===== src/rtl/bcd_pkg.sv =====
// Shared BCD definitions for the digit-serial add sequencer: digit width,
// largest legal digit, sequencer state encoding and a digit legality helper.
package bcd_pkg;

  localparam int         BCD_DIGIT_W = 4;
  localparam logic [3:0] BCD_MAX     = 4'd9;

  typedef enum logic [1:0] {
    IDLE = 2'd0,
    RUN  = 2'd1,
    HOLD = 2'd2
  } seq_state_e;

  function automatic logic is_bcd(input logic [BCD_DIGIT_W-1:0] digit);
    return (digit <= BCD_MAX);
  endfunction

endpackage


===== src/rtl/bcd_digit_shifter.sv =====
// Parallel-load register that shifts right by one BCD digit per enabled cycle,
// inserting shift_in_i at the most-significant digit position.
module bcd_digit_shifter
  import bcd_pkg::*;
#(
  parameter int NDIG = 4
) (
  input  logic                        clk,
  input  logic                        rstn,
  input  logic                        load_i,
  input  logic [BCD_DIGIT_W*NDIG-1:0] load_val_i,
  input  logic                        shift_i,
  input  logic [BCD_DIGIT_W-1:0]      shift_in_i,
  output logic [BCD_DIGIT_W*NDIG-1:0] q_o
);

  localparam int W = BCD_DIGIT_W * NDIG;

  logic [W-1:0]             sh_q, sh_d;
  logic [W+BCD_DIGIT_W-1:0] sh_ext;

  // Widened copy keeps the shift slice legal even for a single-digit register.
  assign sh_ext = {shift_in_i, sh_q};

  always_comb begin
    sh_d = sh_q;
    if (load_i) begin
      sh_d = load_val_i;
    end else if (shift_i) begin
      sh_d = sh_ext[W+BCD_DIGIT_W-1:BCD_DIGIT_W];
    end
  end

  always_ff @(posedge clk or negedge rstn) begin
    if (!rstn) begin
      sh_q <= '0;
    end else begin
      sh_q <= sh_d;
    end
  end

  assign q_o = sh_q;

endmodule


===== src/rtl/bcd_add_sequencer.sv =====
// Feeds a serial BCD adder LSD-first and collects its sum digits plus the final
// carry digit. Optional input digit checking: define BCD_ADD_SEQ_CHECK_EN.
//
//   state | meaning
//   IDLE  | ready for operands, adder held clear
//   RUN   | streaming digit index 0..NDIGITS (NDIGITS = carry-out digit)
//   HOLD  | result presented, waiting for out_ready
module bcd_add_sequencer
  import bcd_pkg::*;
#(
  parameter int NDIGITS = 4
) (
  input  logic                         clk,
  input  logic                         rstn,
  input  logic                         in_valid,
  output logic                         in_ready,
  input  logic [4*NDIGITS-1:0]         op_a,
  input  logic [4*NDIGITS-1:0]         op_b,
  output logic [3:0]                   dig_a,
  output logic [3:0]                   dig_b,
  output logic                         start,
  output logic                         done,
  input  logic [3:0]                   dig_sum,
  output logic                         out_valid,
  input  logic                         out_ready,
  output logic [4*(NDIGITS+1)-1:0]     result,
  output logic                         err
);

  localparam int OPW   = BCD_DIGIT_W * NDIGITS;
  localparam int IDX_W = $clog2(NDIGITS + 2);

  seq_state_e       state_q, state_d;
  logic [IDX_W-1:0] idx_q, idx_d;
  logic [OPW-1:0]   opa_q, opb_q;
  logic             accept, running, last_digit;
  logic             unused_op_hi;

  assign accept     = (state_q == IDLE) && in_valid;
  assign running    = (state_q == RUN);
  assign last_digit = (idx_q == IDX_W'(NDIGITS));

  always_comb begin
    state_d = state_q;
    idx_d   = idx_q;
    unique case (state_q)
      IDLE: begin
        if (in_valid) begin
          state_d = RUN;
          idx_d   = '0;
        end
      end
      RUN: begin
        idx_d = idx_q + 1'b1;
        if (last_digit) begin
          state_d = HOLD;
        end
      end
      HOLD: begin
        if (out_ready) begin
          state_d = IDLE;
        end
      end
      default: state_d = IDLE;
    endcase
  end

  always_ff @(posedge clk or negedge rstn) begin
    if (!rstn) begin
      state_q <= IDLE;
      idx_q   <= '0;
    end else begin
      state_q <= state_d;
      idx_q   <= idx_d;
    end
  end

  // Operands drain with zero fill, so the carry-digit slot naturally sees 0+0.
  bcd_digit_shifter #(.NDIG(NDIGITS)) u_op_a (
    .clk        (clk),
    .rstn       (rstn),
    .load_i     (accept),
    .load_val_i (op_a),
    .shift_i    (running),
    .shift_in_i (4'd0),
    .q_o        (opa_q)
  );

  bcd_digit_shifter #(.NDIG(NDIGITS)) u_op_b (
    .clk        (clk),
    .rstn       (rstn),
    .load_i     (accept),
    .load_val_i (op_b),
    .shift_i    (running),
    .shift_in_i (4'd0),
    .q_o        (opb_q)
  );

  bcd_digit_shifter #(.NDIG(NDIGITS + 1)) u_result (
    .clk        (clk),
    .rstn       (rstn),
    .load_i     (accept),
    .load_val_i ('0),
    .shift_i    (running),
    .shift_in_i (dig_sum),
    .q_o        (result)
  );

  assign unused_op_hi = ^{opa_q, opb_q};

  assign in_ready  = (state_q == IDLE);
  assign out_valid = (state_q == HOLD);
  assign done      = !running;
  assign start     = running && (idx_q == '0);
  assign dig_a     = running ? opa_q[BCD_DIGIT_W-1:0] : 4'd0;
  assign dig_b     = running ? opb_q[BCD_DIGIT_W-1:0] : 4'd0;

`ifdef BCD_ADD_SEQ_CHECK_EN
  logic err_q, err_d, bad_digit;

  always_comb begin
    bad_digit = 1'b0;
    for (int i = 0; i < NDIGITS; i++) begin
      if (!is_bcd(op_a[BCD_DIGIT_W*i +: BCD_DIGIT_W]) ||
          !is_bcd(op_b[BCD_DIGIT_W*i +: BCD_DIGIT_W])) begin
        bad_digit = 1'b1;
      end
    end
  end

  always_comb begin
    err_d = err_q;
    if (accept) begin
      err_d = bad_digit;
    end
  end

  always_ff @(posedge clk or negedge rstn) begin
    if (!rstn) begin
      err_q <= 1'b0;
    end else begin
      err_q <= err_d;
    end
  end

  assign err = err_q;
`else
  assign err = 1'b0;
`endif

endmodule


===== config.mk =====
export PLATFORM = sky130hd
export DESIGN_NAME = bcd_add_sequencer
export DESIGN_NICKNAME = d
export VERILOG_FILES = /design/src/rtl/bcd_pkg.sv /design/src/rtl/bcd_digit_shifter.sv /design/src/rtl/bcd_add_sequencer.sv
export SDC_FILE = /design/constraint.sdc
export NUM_CORES = 1
export LEC_CHECK = 0
export BUFFER_PORTS_ARGS = -buffer_cell sky130_fd_sc_hd__buf_2
export CAP_MARGIN = 20
export CORE_MARGIN = 2
export CORE_UTILIZATION = 50
export DETAILED_ROUTE_END_ITERATION = 10
export MAX_ROUTING_LAYER = met4
export PLACE_DENSITY = 0.75
export SYNTH_ARGS = -nofsm -noshare
export SYNTH_HDL_FRONTEND = slang
export SYNTH_SLANG_ARGS = --single-unit

===== constraint.sdc =====
create_clock -name clk -period 1.8 [get_ports clk]
set_clock_uncertainty 0.1 [all_clocks]
set_input_delay 0.09 -clock clk [delete_from_list [all_inputs] [get_ports clk]]
set_output_delay 0.09 -clock clk [all_outputs]
set_load 0.05 [all_outputs]

[Word-level counts from Yosys, hierarchy flattened]
Cells that the tools add are included.
Widths: inputs -> output; s select.
Word-level totals
  output and inout port bits: 33
  register bits: 57
  word-level logic and storage cells: 35
Cells by class
  eq/ne operators: 6
  add/sub/neg operators: 1
  reductions and logical operators: 9
  muxes and demuxes: 14
Operators by type and width (count)
  $mux 16: 4
  $mux 20: 2
  $mux 4: 2
  $mux 2: 3
  $pmux 2 s3: 1
  $pmux 3 s2: 1
  $ne 2x1->1 const B: 2
  $reduce_bool 2->1: 2
  $add 3x1->3 const B: 1
  $eq 3x3->1 const B: 1
  $logic_not 3->1: 1
  $mux 3: 1
  $reduce_and 3->1: 1
  $eq 2x1->1 const B: 1
  $eq 2x2->1 const B: 1
  $logic_and 1x1->1: 2
  $logic_not 2->1: 1
  $ne 2x2->1 const B: 1
  $reduce_and 2->1: 1
  $logic_not 1->1: 1

[Longest topological paths before layout]
Gate-level depths: netlist of run 1.
  depth after elaboration: 3
  mapped depth: 5

[Hierarchy]
From an unflattened synthesis of run 1, not the netlist that was laid out.
Second synthesis, totals
  cell total of the unflattened synthesis: 259
  area total of the unflattened synthesis: 2766.4 sq um
Modules (own cells, without submodules)
  bcd_digit_shifter (u_op_a ...): times used 2, area each 744.5 sq um, cells an instance 69
  bcd_digit_shifter (u_result): times used 1, area each 919.6 sq um, cells an instance 86
  bcd_add_sequencer: times used 1, area each 357.8 sq um, cells an instance 35

[Worst setup path after synthesis of run 1]
Ideal clock, no wire load.
  kind: reg-to-output
  start: register state_q[0]
  end: output port start
  arrival: 2084 ps
  setup slack: -474 ps
  path buffers: 2
  cell stages (with the launch flop): 6
  cells stage by stage: dfrtp_1 -> buf_4 -> nor2b_1 -> buf_2 -> inv_2 -> nor3b_1
Between the ends
  longest elaborated chain between the ends: 2
RTL lines
  from (decl): line bcd_add_sequencer.sv:33  | seq_state_e state_q, state_d;
  from (signal assigned): line bcd_add_sequencer.sv:73  | state_q <= state_d;
  $eq 2x1->1: line bcd_add_sequencer.sv:40  | assign running = (state_q == RUN);
  $logic_and 1x1->1: line bcd_add_sequencer.sv:114  | assign start = running && (idx_q == '0);
  to (decl): line bcd_add_sequencer.sv:21  | output logic start,
No other way between the ends.

[Worst setup path after layout of run 1]
  start: register state_q[0]
  end: output port dig_a[1]
Between the ends
  longest elaborated chain between the ends: 2
RTL lines
  $eq 2x1->1: line bcd_add_sequencer.sv:40
  $mux 4: line bcd_add_sequencer.sv:115  | assign dig_a = running ? opa_q[BCD_DIGIT_W-1:0] : 4'd0;
  to (decl): line bcd_add_sequencer.sv:19  | output logic [3:0] dig_a,
No other way between the ends.

==> summary.txt, run 1 <==
Pwr
  – Total power: 7.42 mW
  – Pwr per Cell Area: 2120 nW/um^2
  – Reg power frac: 29.6%
  – Switching pwr: 3.39 mW
  – Peak supply drop: 1.31 mV
  – Switching Fraction: 45.7%
  – Cell-internal power: 4.03 mW
  – Logic pwr share: 50.9%
  – Clock share of power: 19.5%
  – Leakage: 1.69 nW

Layout
  – Share of post-route cells with drive strength above 1: 33.4%
  – Commonest non-fill, non-tap cell in the layout: buf_2
  – Area Growth Syn to Fin: 31.2%
  – Commonest non-fill, non-tap cells in the layout: buf_2 (69), dfrtp_1 (56), a22o_1 (29)
  – # nets final: 363
  – Design Area, Final: 3500 um^2
  – N_diodes: 0

Synthesis
  – Warnings, synthesis: 0
  – Synth Net Count: 276
  – Sequential share of the synthesized area: 53.5%
  – Synth cell types: 23
  – Post-synth EDFFs: 0
  – Cells after synthesis: 234
  – Top FF cell, synth: dfrtp_1
  – Mean Syn Cell Area: 11.4 um^2
  – Synthesis-stage register bit count: 57
  – Ys async rst share: 100%
  – Mapped Area: 2670 um^2

STA
  – Final setup fails: 0
  – Max Slew Vio Count: 0
  – FMAX: 585 MHz
  – Setup repair after global routing missed its margin: no
  – Fin Setup TNS: 0 ps
  – Final hold violations: 0
  – Final critical-path required period: 1710 ps
  – Final period util: 95.0%

Clock network
  – Clock Tree Root: clkbuf_8
  – Clock slew seen by the registers of the worst setup and hold paths: 60 ps
  – Clock sink total: 57
  – H-tree depth: 3
  – Clock tree buffer depth: 2
  – Clock latency on the worst-skew pair: 330 ps
  – CTS tree: done
  – CTS buffer count: 9

GRT
  – Vias in the first global route: 2,031
  – Initial antenna violation count: 0
  – Grt total ovfl: 0
  – Largest net degree at the start of global routing: 43
  – First-pass GRT wire length: 10.0 mm
  – Overall routing resource usage: 21.8%

Placed design
  – Dpl hpwl: 3.67 mm
  – GPL Wtd Cong: 0.778
  – Port buffer count: 71
  – Placed Area: 3090 um^2

Worst setup path
  – Slowest cell on the critical path: dfrtp_1
  – Worst r2r src: state_q[1]
  – CP Launch Point: state_q[0]
  – Max incr delay on CP: 420 ps
  – CP required: 1610 ps
  – CP Max Fanout: 10
  – Arrival time of the worst setup path: 1520 ps
  – Reg2reg setup slack: 310 ps
  – Worst Setup EP: dig_a[1]
  – Cell Chain, Critical Path: nor2b_2 -> inv_2 -> nor2_1 -> buf_2
  – Reg2Reg Depth: 3
  – Crit path launch type: flop
  – Critical path buffers and inverters: 2
  – RR Endpoint: u_op_a.q_o[0]
  – Worst Setup End Kind: primary output
  – Crit-path leading delay family: flip-flops
  – Setup CP Type: reg -> out
  – Levels on crit path: 4

Routing
  – Drt total wl: 5.94 mm
  – Avg WL per Cell: 15.0 um
  – Vias post-DR: 2,125
  – Via density: 5.37
  – DR iter-0 viols: 134
  – Remaining DRCs: 0
  – Detail Route Antenna Nets: 0
  – Pre-Repair DR Iteration Count: 4

Floorplan
  – CORE AREA: 5140 um^2
  – Row cnt: 26
  – I/O pin cnt: 73
  – Die X: 77.0 um
  – Die area: 5930 um^2
  – Die H: 77.0 um
  – Initial core utilization: 51.9%

Job
  – Max_cap viols: 0

Min path
  – Hold WC Path Type: in -> reg
  – Hold Path Origin: op_b[6]

Outcome
  – Status: complete, no violations
==> worst min-delay path: stages <==
cell and delay (ps):
buf_2 80, nor4b_1 40, a211oi_1 190
==> metal layers <==
layer | up-vias | track usage (%) | share of wire [%]
li1 | 1021 | - | -
met1 | 1022 | 30.9 | 47
met2 | 71 | 31.0 | 46
met3 | 11 | 4.00 | 5.1
met4 | 0 | 9.46 | 1.8
met5 | - | - | 0
==> layout make-up <==
cell class / instances / area [um^2]
clock buffers: 10 / 138
clock inverters: 6 / 105
fillers: 414 / 1640
inverters: 28 / 105
multi-input cells: 125 / 1010
flip-flops and latches: 57 / 1430
well taps: 70 / 87.6
repair buffers: 100 / 628
==> per-stage QoR <==
| stage | util [%] | cells | worst slack, ps | hold WS [ps] |
|---|---|---|---|---|
| after floorplan | - | 234 | 18.9 | -306 |
| after global placement | 60.0 | 363 | 235 | -60.8 |
| after detailed placement | 60.0 | 363 | 212 | -68.3 |
| after CTS | 67.7 | 394 | 14.8 | 7.06 |
| after global routing | 68.1 | 396 | 12.7 | 29.9 |
| final | 68.1 | 396 | 90.2 | 17.1 |
==> cells by family after synthesis <==
kind of cell / synth area share, %
and+or+nand+nor: 18.1
AOI/OAI and AO/OA: 17.9
adders and majority gates: 0.938
buffers and inverters: 9.01
muxes: 0.422
DFF: 53.5
other: 0.141
==> Yosys cell counts (2+ instances only) <==
master,number,area (um^2)
nor3b_1,25,188
inv_1,27,101
nor2b_1,4,25.0
nor4b_1,24,210
a22o_1,29,254
buf_6,4,45.0
dfrtp_1,57,1430
buf_2,6,30.0
buf_4,2,15.0
nor2_1,9,33.8
ha_1,2,25.0
clkbuf_1,12,45.0
a211oi_1,23,173
==> worst min path at each step <==
stage          slack [ps]             end  depth (start not counted)
2_1_floorplan        -310        idx_q[0]                          0
3_3_place_gp          -60   u_op_b.q_o[6]                          1
3_5_place_dp          -70   u_op_b.q_o[2]                          1
4_1_cts                 7   u_op_b.q_o[6]                          3
5_1_grt                30  u_op_b.q_o[11]                          3
6_report               20   u_op_b.q_o[6]                          3
==> timing repair <==
action                     CTS  global route
setup endpoints to repair    1             6
buffers inserted             0             2
hold endpoints to repair    71             0
resized for setup            1             1
hold buffers                15             0
==> flip-flops by register name, indices dropped and copies added (netlist names) <==
register      cells
state_q           2
idx_q             3
u_op_b.q_o       16
u_result.q_o     20
u_op_a.q_o       16
==> power groups by stage <==
stage	Combinational, mW	Sequential [mW]	Clock (mW)
4_1_cts	3.74	2.21	1.47
5_1_grt	4.08	2.27	1.54
3_3_place_gp	3.62	2.21	0
6_report	3.77	2.20	1.44
3_5_place_dp	3.68	2.22	0
2_1_floorplan	2.30	2.82	0
Power figures use the tool's default switching activity.
==> inputs of run 2 (changes only) <==
--- a/config.mk
+++ b/config.mk
@@ -8,10 +8,9 @@
 export BUFFER_PORTS_ARGS = -buffer_cell sky130_fd_sc_hd__buf_2
 export CAP_MARGIN = 20
 export CORE_MARGIN = 2
-export CORE_UTILIZATION = 50
+export CORE_UTILIZATION = 45
 export DETAILED_ROUTE_END_ITERATION = 10
-export MAX_ROUTING_LAYER = met4
-export PLACE_DENSITY = 0.75
+export PLACE_DENSITY = 0.68
 export SYNTH_ARGS = -nofsm -noshare
 export SYNTH_HDL_FRONTEND = slang
 export SYNTH_SLANG_ARGS = --single-unit
==> constraint.sdc (replaced) <==
create_clock -name clk -period 1.8 [get_ports clk]
set_clock_uncertainty 0.1 [all_clocks]
set_input_delay 0.18 -clock clk [delete_from_list [all_inputs] [get_ports clk]]
set_output_delay 0.18 -clock clk [all_outputs]
set_load 0.05 [all_outputs]
==> run 2 against run 1 <==
Effect of this change:
- sequential power barely moved
- sequential share of layout area rose by 0.33 points
- critical path depth did not move
- critical path type unchanged
- critical endpoint is now start
==> summary.txt, run 2 (synthesized netlist as in run 1, its figures left out) <==
Floorplan
  – Die area: 6560 um^2 (was 5930 um^2)
  – Die X: 81.0 um (was 77.0 um)
  – CORE AREA: 5820 um^2 (was 5140 um^2)
  – Die H: 81.0 um (was 77.0 um)
  – Row cnt: 28 (was 26)
  – Initial core utilization: 45.8% (was 51.9%)
  – I/O pin cnt: 73 (unchanged)

GRT
  – Largest net degree at the start of global routing: 40 (was 43)
  – Grt total ovfl: 0 (unchanged)
  – Vias in the first global route: 1,929 (was 2,031)
  – Initial antenna violation count: 0 (unchanged)
  – First-pass GRT wire length: 9.74 mm (was 10.0 mm)
  – Overall routing resource usage: 19.6% (was 21.8%)

STA
  – FMAX: 574 MHz (was 585 MHz)
  – Final period util: 96.9% (was 95.0%)
  – Setup repair after global routing missed its margin: yes (was no)
  – Final setup fails: 0 (unchanged)
  – Final critical-path required period: 1740 ps (was 1710 ps)
  – Final hold violations: 0 (unchanged)
  – Max Slew Vio Count: 0 (unchanged)

Worst setup path
  – CP Launch Point: state_q[1] (was state_q[0])
  – Worst r2r src: state_q[0] (was state_q[1])
  – Worst Setup End Kind: primary output (unchanged)
  – CP Max Fanout: 10 (unchanged)
  – Setup CP Type: reg -> out (unchanged)
  – Reg2Reg Depth: 4 (was 3)
  – Arrival time of the worst setup path: 1460 ps (was 1520 ps)
  – Crit path launch type: flop (unchanged)
  – CP required: 1520 ps (was 1610 ps)

Pwr
  – Leakage: 1.66 nW (was 1.69 nW)
  – Total power: 7.30 mW (was 7.42 mW)
  – Peak supply drop: 1.29 mV (was 1.31 mV)
  – Pwr per Cell Area: 2100 nW/um^2 (was 2120 nW/um^2)

Clock network
  – Clock slew seen by the registers of the worst setup and hold paths: 70 ps (was 60 ps)
  – CTS buffer count: 9 (unchanged)
  – Clock sink total: 57 (unchanged)
  – Clock tree buffer depth: 2 (unchanged)
  – CTS tree: done (unchanged)
  – H-tree depth: 3 (unchanged)
  – Clock Tree Root: clkbuf_8 (unchanged)
  – Clock latency on the worst-skew pair: 320 ps (was 330 ps)

Routing
  – DR iter-0 viols: 134 (unchanged)
  – Drt total wl: 6.01 mm (was 5.94 mm)
  – Via density: 5.31 (was 5.37)
  – Avg WL per Cell: 15.1 um (was 15.0 um)
  – Pre-Repair DR Iteration Count: 4 (unchanged)
  – Detail Route Antenna Nets: 0 (unchanged)
  – Remaining DRCs: 0 (unchanged)
  – Vias post-DR: 2,112 (was 2,125)

Min path
  – Hold WC Path Type: in -> reg (unchanged)
  – Hold Path Origin: out_ready (was op_b[6])
  – Hold path depth: 3 (unchanged)

Job
  – Max_cap viols: 0 (unchanged)

Layout
  – Final non-filler cell total: 398 (was 396)
  – Area Growth Syn to Fin: 30.3% (was 31.2%)
  – Max FFs per register: 20 (unchanged)
  – # nets final: 360 (was 363)
  – Commonest non-fill, non-tap cells in the layout: buf_2 (68), dfrtp_1 (55), a22o_1 (29) (was buf_2 (69), dfrtp_1 (56), a22o_1 (29))
  – Share of post-route cells with drive strength above 1: 33.4% (about the same)
  – N_diodes: 0 (unchanged)
  – Commonest non-fill, non-tap cell in the layout: buf_2 (unchanged)
  – Filler Cell Count: 504 (was 414)

Placed design
  – Port buffer count: 71 (unchanged)
  – Dpl hpwl: 3.75 mm (was 3.67 mm)
  – GPL Wtd Cong: 0.768 (was 0.778)
  – Placed cells: 368 (was 363)

Outcome
  – Status: complete, no violations (unchanged)
==> run 2: metal layers <==
metal  track usage, %  wire length, um  share of wire, %  up-vias
met5                0                0                 0        -
met2             27.9             2700                45       68
met4             9.32              114               1.9        0
met1             28.1             2840                47     1013
met3             4.56              348               5.8       10
li1                 -                -                 -     1021
==> run 2: repair_timing <==
item	CTS	global route
buffers inserted	0	1
hold buffers	13	0
pin swaps	0	0
hold endpoints to repair	30	0
endpoints found under the setup margin	1	7
resized for setup	2	6
==> run 2: cell type report <==
type / count / area, um^2 / area share (%)
Clock inverter: 6 / 82.6 / 2.38
Tap cell: 75 / 93.8 / 2.70
Timing Repair Buffer: 97 / 619 / 17.8
Clock buffer: 10 / 128 / 3.67
Sequential cell: 57 / 1430 / 41.1
Multi-Input combinational cell: 125 / 1010 / 29.2
Inverter: 28 / 108 / 3.10
==> run 2: power breakdown <==
part           internal, mW  leakage (nW)  switching, mW
sequential             1.85         0.714          0.347
combinational          1.28         0.843           2.55
clock                 0.772         0.106          0.495
total                  3.90          1.66           3.39
==> run 2: worst paths after layout <==
check                                  end  slack (ps)
setup / recovery                     start          60
max in group asynchronous       state_q[0]         770
hold / removal                  state_q[1]          20
min in group asynchronous    u_op_a.q_o[1]         250
setup reg to reg           u_result.q_o[9]         330
hold reg to reg            u_result.q_o[2]         400
==> run 2: critical path, stage by stage (launching register included) <==
cell     delay (ps)
dfrtp_2         440
nor2b_2         180
inv_4           110
nor3b_4         230
buf_6           180
==> run 2: stage by stage <==
| step | hold WS (ps) | setup WS, ps | TNS, ps | util (%) | instance area (um^2) |
|---|---|---|---|---|---|
| 6_report | 21.5 | 56.4 | 0 | 59.7 | 3470 |
| 5_1_grt | 9.97 | -12.9 | -12.9 | 59.7 | 3470 |
| 4_1_cts | 1.70 | 0.561 | 0 | 59.4 | 3450 |
| 3_5_place_dp | 65.5 | 273 | 0 | 53.5 | 3110 |
| 3_3_place_gp | 69.6 | 296 | 0 | 53.5 | 3110 |
| 2_1_floorplan | -216 | -54.3 | -435 | - | 2680 |
==> inputs of run 3 (changes only) <==
--- a/config.mk
+++ b/config.mk
@@ -7,10 +7,12 @@
 export LEC_CHECK = 0
 export BUFFER_PORTS_ARGS = -buffer_cell sky130_fd_sc_hd__buf_2
 export CAP_MARGIN = 20
+export CORE_ASPECT_RATIO = 2
 export CORE_MARGIN = 2
 export CORE_UTILIZATION = 45
 export DETAILED_ROUTE_END_ITERATION = 10
 export PLACE_DENSITY = 0.68
+export REMOVE_ABC_BUFFERS = 1
 export SYNTH_ARGS = -nofsm -noshare
 export SYNTH_HDL_FRONTEND = slang
 export SYNTH_SLANG_ARGS = --single-unit
==> run 3 against run 2 <==
Effect of this change:
- non-clock buffer count down 4
- sequential power about the same
- first-iteration DRC count down 16%
- die area up 0.57%
- cell area up 1.2%
- register-to-register slack worse by 80 ps
- via count down 1.7%
- critical path depth unchanged
- utilization up 1.8 points
- critical path type unchanged
- largest power group unchanged
==> summary.txt, run 3 (synthesized netlist as in run 1, its figures left out) <==
Job
  – Max_cap viols: 0 (unchanged)

Floorplan
  – Die area: 6590 um^2 (was 6560 um^2)
  – Initial core utilization: 46.7% (was 45.8%)
  – I/O pin cnt: 73 (unchanged)
  – Row cnt: 39 (was 28)
  – Die X: 58.4 um (was 81.0 um)
  – CORE AREA: 5710 um^2 (was 5820 um^2)
  – Die H: 113 um (was 81.0 um)

Routing
  – Remaining DRCs: 0 (unchanged)
  – Vias post-DR: 2,077 (was 2,112)
  – DR iter-0 viols: 113 (was 134)
  – Detail Route Antenna Nets: 0 (unchanged)
  – Avg WL per Cell: 15.5 um (was 15.1 um)
  – Pre-Repair DR Iteration Count: 4 (unchanged)
  – Via density: 5.47 (was 5.31)
  – Drt total wl: 5.89 mm (was 6.01 mm)

Layout
  – Final non-filler cell total: 380 (was 398)
  – Util after Layout: 61.6% (was 59.7%)
  – Share of post-route cells with drive strength above 1: 32.9% (was 33.4%)
  – # nets final: 356 (was 360)
  – Commonest non-fill, non-tap cells in the layout: buf_2 (70), dfrtp_1 (56), a22o_1 (29) (was buf_2 (68), dfrtp_1 (55), a22o_1 (29))
  – Commonest non-fill, non-tap cell in the layout: buf_2 (unchanged)
  – Max FFs per register: 20 (unchanged)
  – Design Area, Final: 3510 um^2 (was 3470 um^2)
  – N_diodes: 0 (unchanged)
  – Area Growth Syn to Fin: 31.8% (was 30.3%)

Worst setup path
  – Arrival time of the worst setup path: 1460 ps (about the same)
  – Worst Setup End Kind: primary output (unchanged)
  – CP Max Fanout: 43 (was 10)
  – Reg2reg setup slack: 250 ps (was 330 ps)
  – Reg2Reg Depth: 3 (was 4)
  – Slowest cell on the critical path: dfrtp_1 (was dfrtp_2)
  – Crit path launch type: flop (unchanged)
  – Setup CP Type: reg -> out (unchanged)
  – Cell Chain, Critical Path: buf_4 -> buf_12 -> nor2b_1 -> buf_2 (was nor2b_2 -> inv_4 -> nor3b_4 -> buf_6)
  – Max incr delay on CP: 390 ps (was 440 ps)
  – CP required: 1520 ps (about the same)

Outcome
  – Status: complete, no violations (unchanged)

STA
  – Setup repair after global routing missed its margin: no (was yes)
  – Final hold violations: 0 (unchanged)
  – Final worst slack: 55.4 ps (was 56.4 ps)
  – Fin Setup TNS: 0 ps (unchanged)
  – Final setup fails: 0 (unchanged)
  – Worst-margin pin slew: 503 ps
  – Worst slew margin: 66.3%
  – Final period util: 96.9% (about the same)
  – Max Slew Vio Count: 0 (unchanged)
  – Final critical-path required period: 1740 ps (about the same)
  – FMAX: 573 MHz (was 574 MHz)

Min path
  – Hold WC Path Type: in -> reg (unchanged)
  – Hold path depth: 2 (was 3)

GRT
  – First-pass GRT wire length: 9.92 mm (was 9.74 mm)
  – Overall routing resource usage: 19.6% (about the same)
  – Vias in the first global route: 2,045 (was 1,929)
  – Largest net degree at the start of global routing: 44 (was 40)
  – Initial antenna violation count: 0 (unchanged)
  – Grt total ovfl: 0 (unchanged)

Placed design
  – Pre-CTS setup slack: 235 ps (was 273 ps)
  – Port buffer count: 71 (unchanged)
  – Placed Area: 3070 um^2 (was 3110 um^2)
  – GPL Wtd Cong: 0.726 (was 0.768)
  – Dpl hpwl: 3.83 mm (was 3.75 mm)
  – Placed cells: 352 (was 368)

Clock network
  – Clock slew seen by the registers of the worst setup and hold paths: 50 ps (was 70 ps)
  – H-tree depth: 3 (unchanged)
  – Clock sink total: 57 (unchanged)
  – Clock latency on the worst-skew pair: 320 ps (about the same)
  – Clock Tree Root: clkbuf_16 (was clkbuf_8)
  – CTS buffer count: 9 (unchanged)
  – Clock tree buffer depth: 2 (unchanged)
  – CTS tree: done (unchanged)

Pwr
  – Leakage: 1.70 nW (was 1.66 nW)
  – Peak supply drop: 2.26 mV (was 1.29 mV)
  – Pwr per Cell Area: 2190 nW/um^2 (was 2100 nW/um^2)
run 3: what timing repair did:
action | in CTS | in global routing
hold buffers | 11 | 0
gates resized for setup | 1 | 2
endpoints found under the setup margin | 1 | 1
pin swaps | 0 | 0
buffers inserted | 1 | 0
hold endpoints to repair | 29 | 0
run 3: cell type report:
cell class / count / area (um^2)
Sequential cell: 57 / 1430
Multi-Input combinational cell: 125 / 1010
Clock inverter: 2 / 35.0
Inverter: 28 / 105
Clock buffer: 14 / 284
Tap cell: 61 / 76.3
Fill cell: 499 / 2190
Timing Repair Buffer: 93 / 579
run 3: worst paths after layout:
path | start | to
hold reg to reg | u_result.q_o[3] | u_result.q_o[3]
min in group asynchronous | rstn | idx_q[1]
max in group asynchronous | rstn | u_result.q_o[5]
setup reg to reg | state_q[1] | u_op_b.q_o[15]
setup / recovery | state_q[0] | out_valid
hold / removal | op_b[12] | u_op_b.q_o[12]
run 3: metrics by stage:
stage | hold slack [ps] | total power [mW]
after global placement | 63.3 | 5.84
after floorplan | -216 | 4.89
after CTS | 5.98 | 7.75
after global routing | 16.9 | 8.16
final | 11.1 | 7.70
after detailed placement | 60.0 | 5.91
run 3: report_power, final:
part | internal (mW) | switching, mW | total, mW
sequential | 1.86 | 0.327 | 2.18
combinational | 1.23 | 2.53 | 3.76
clock | 1.22 | 0.536 | 1.75
run 3: worst max-delay path, delay by kind of cell, from the launching register on:
family | cells | cell delay, ps
and+or+nand+nor | 1 | 150
buffers and inverters | 3 | 590
DFF | 1 | 390
run 3: per-layer routing:
| layer | part of all wire (%) | vias up | global-route usage (%) | wire (um) |
|---|---|---|---|---|
| li1 | - | 1008 | - | - |
| met1 | 44 | 1007 | 26.9 | 2610 |
| met2 | 49 | 52 | 28.6 | 2890 |
| met3 | 4.2 | 10 | 5.26 | 248 |
| met4 | 2.4 | 0 | 8.84 | 139 |
| met5 | 0 | - | 0 | 0 |
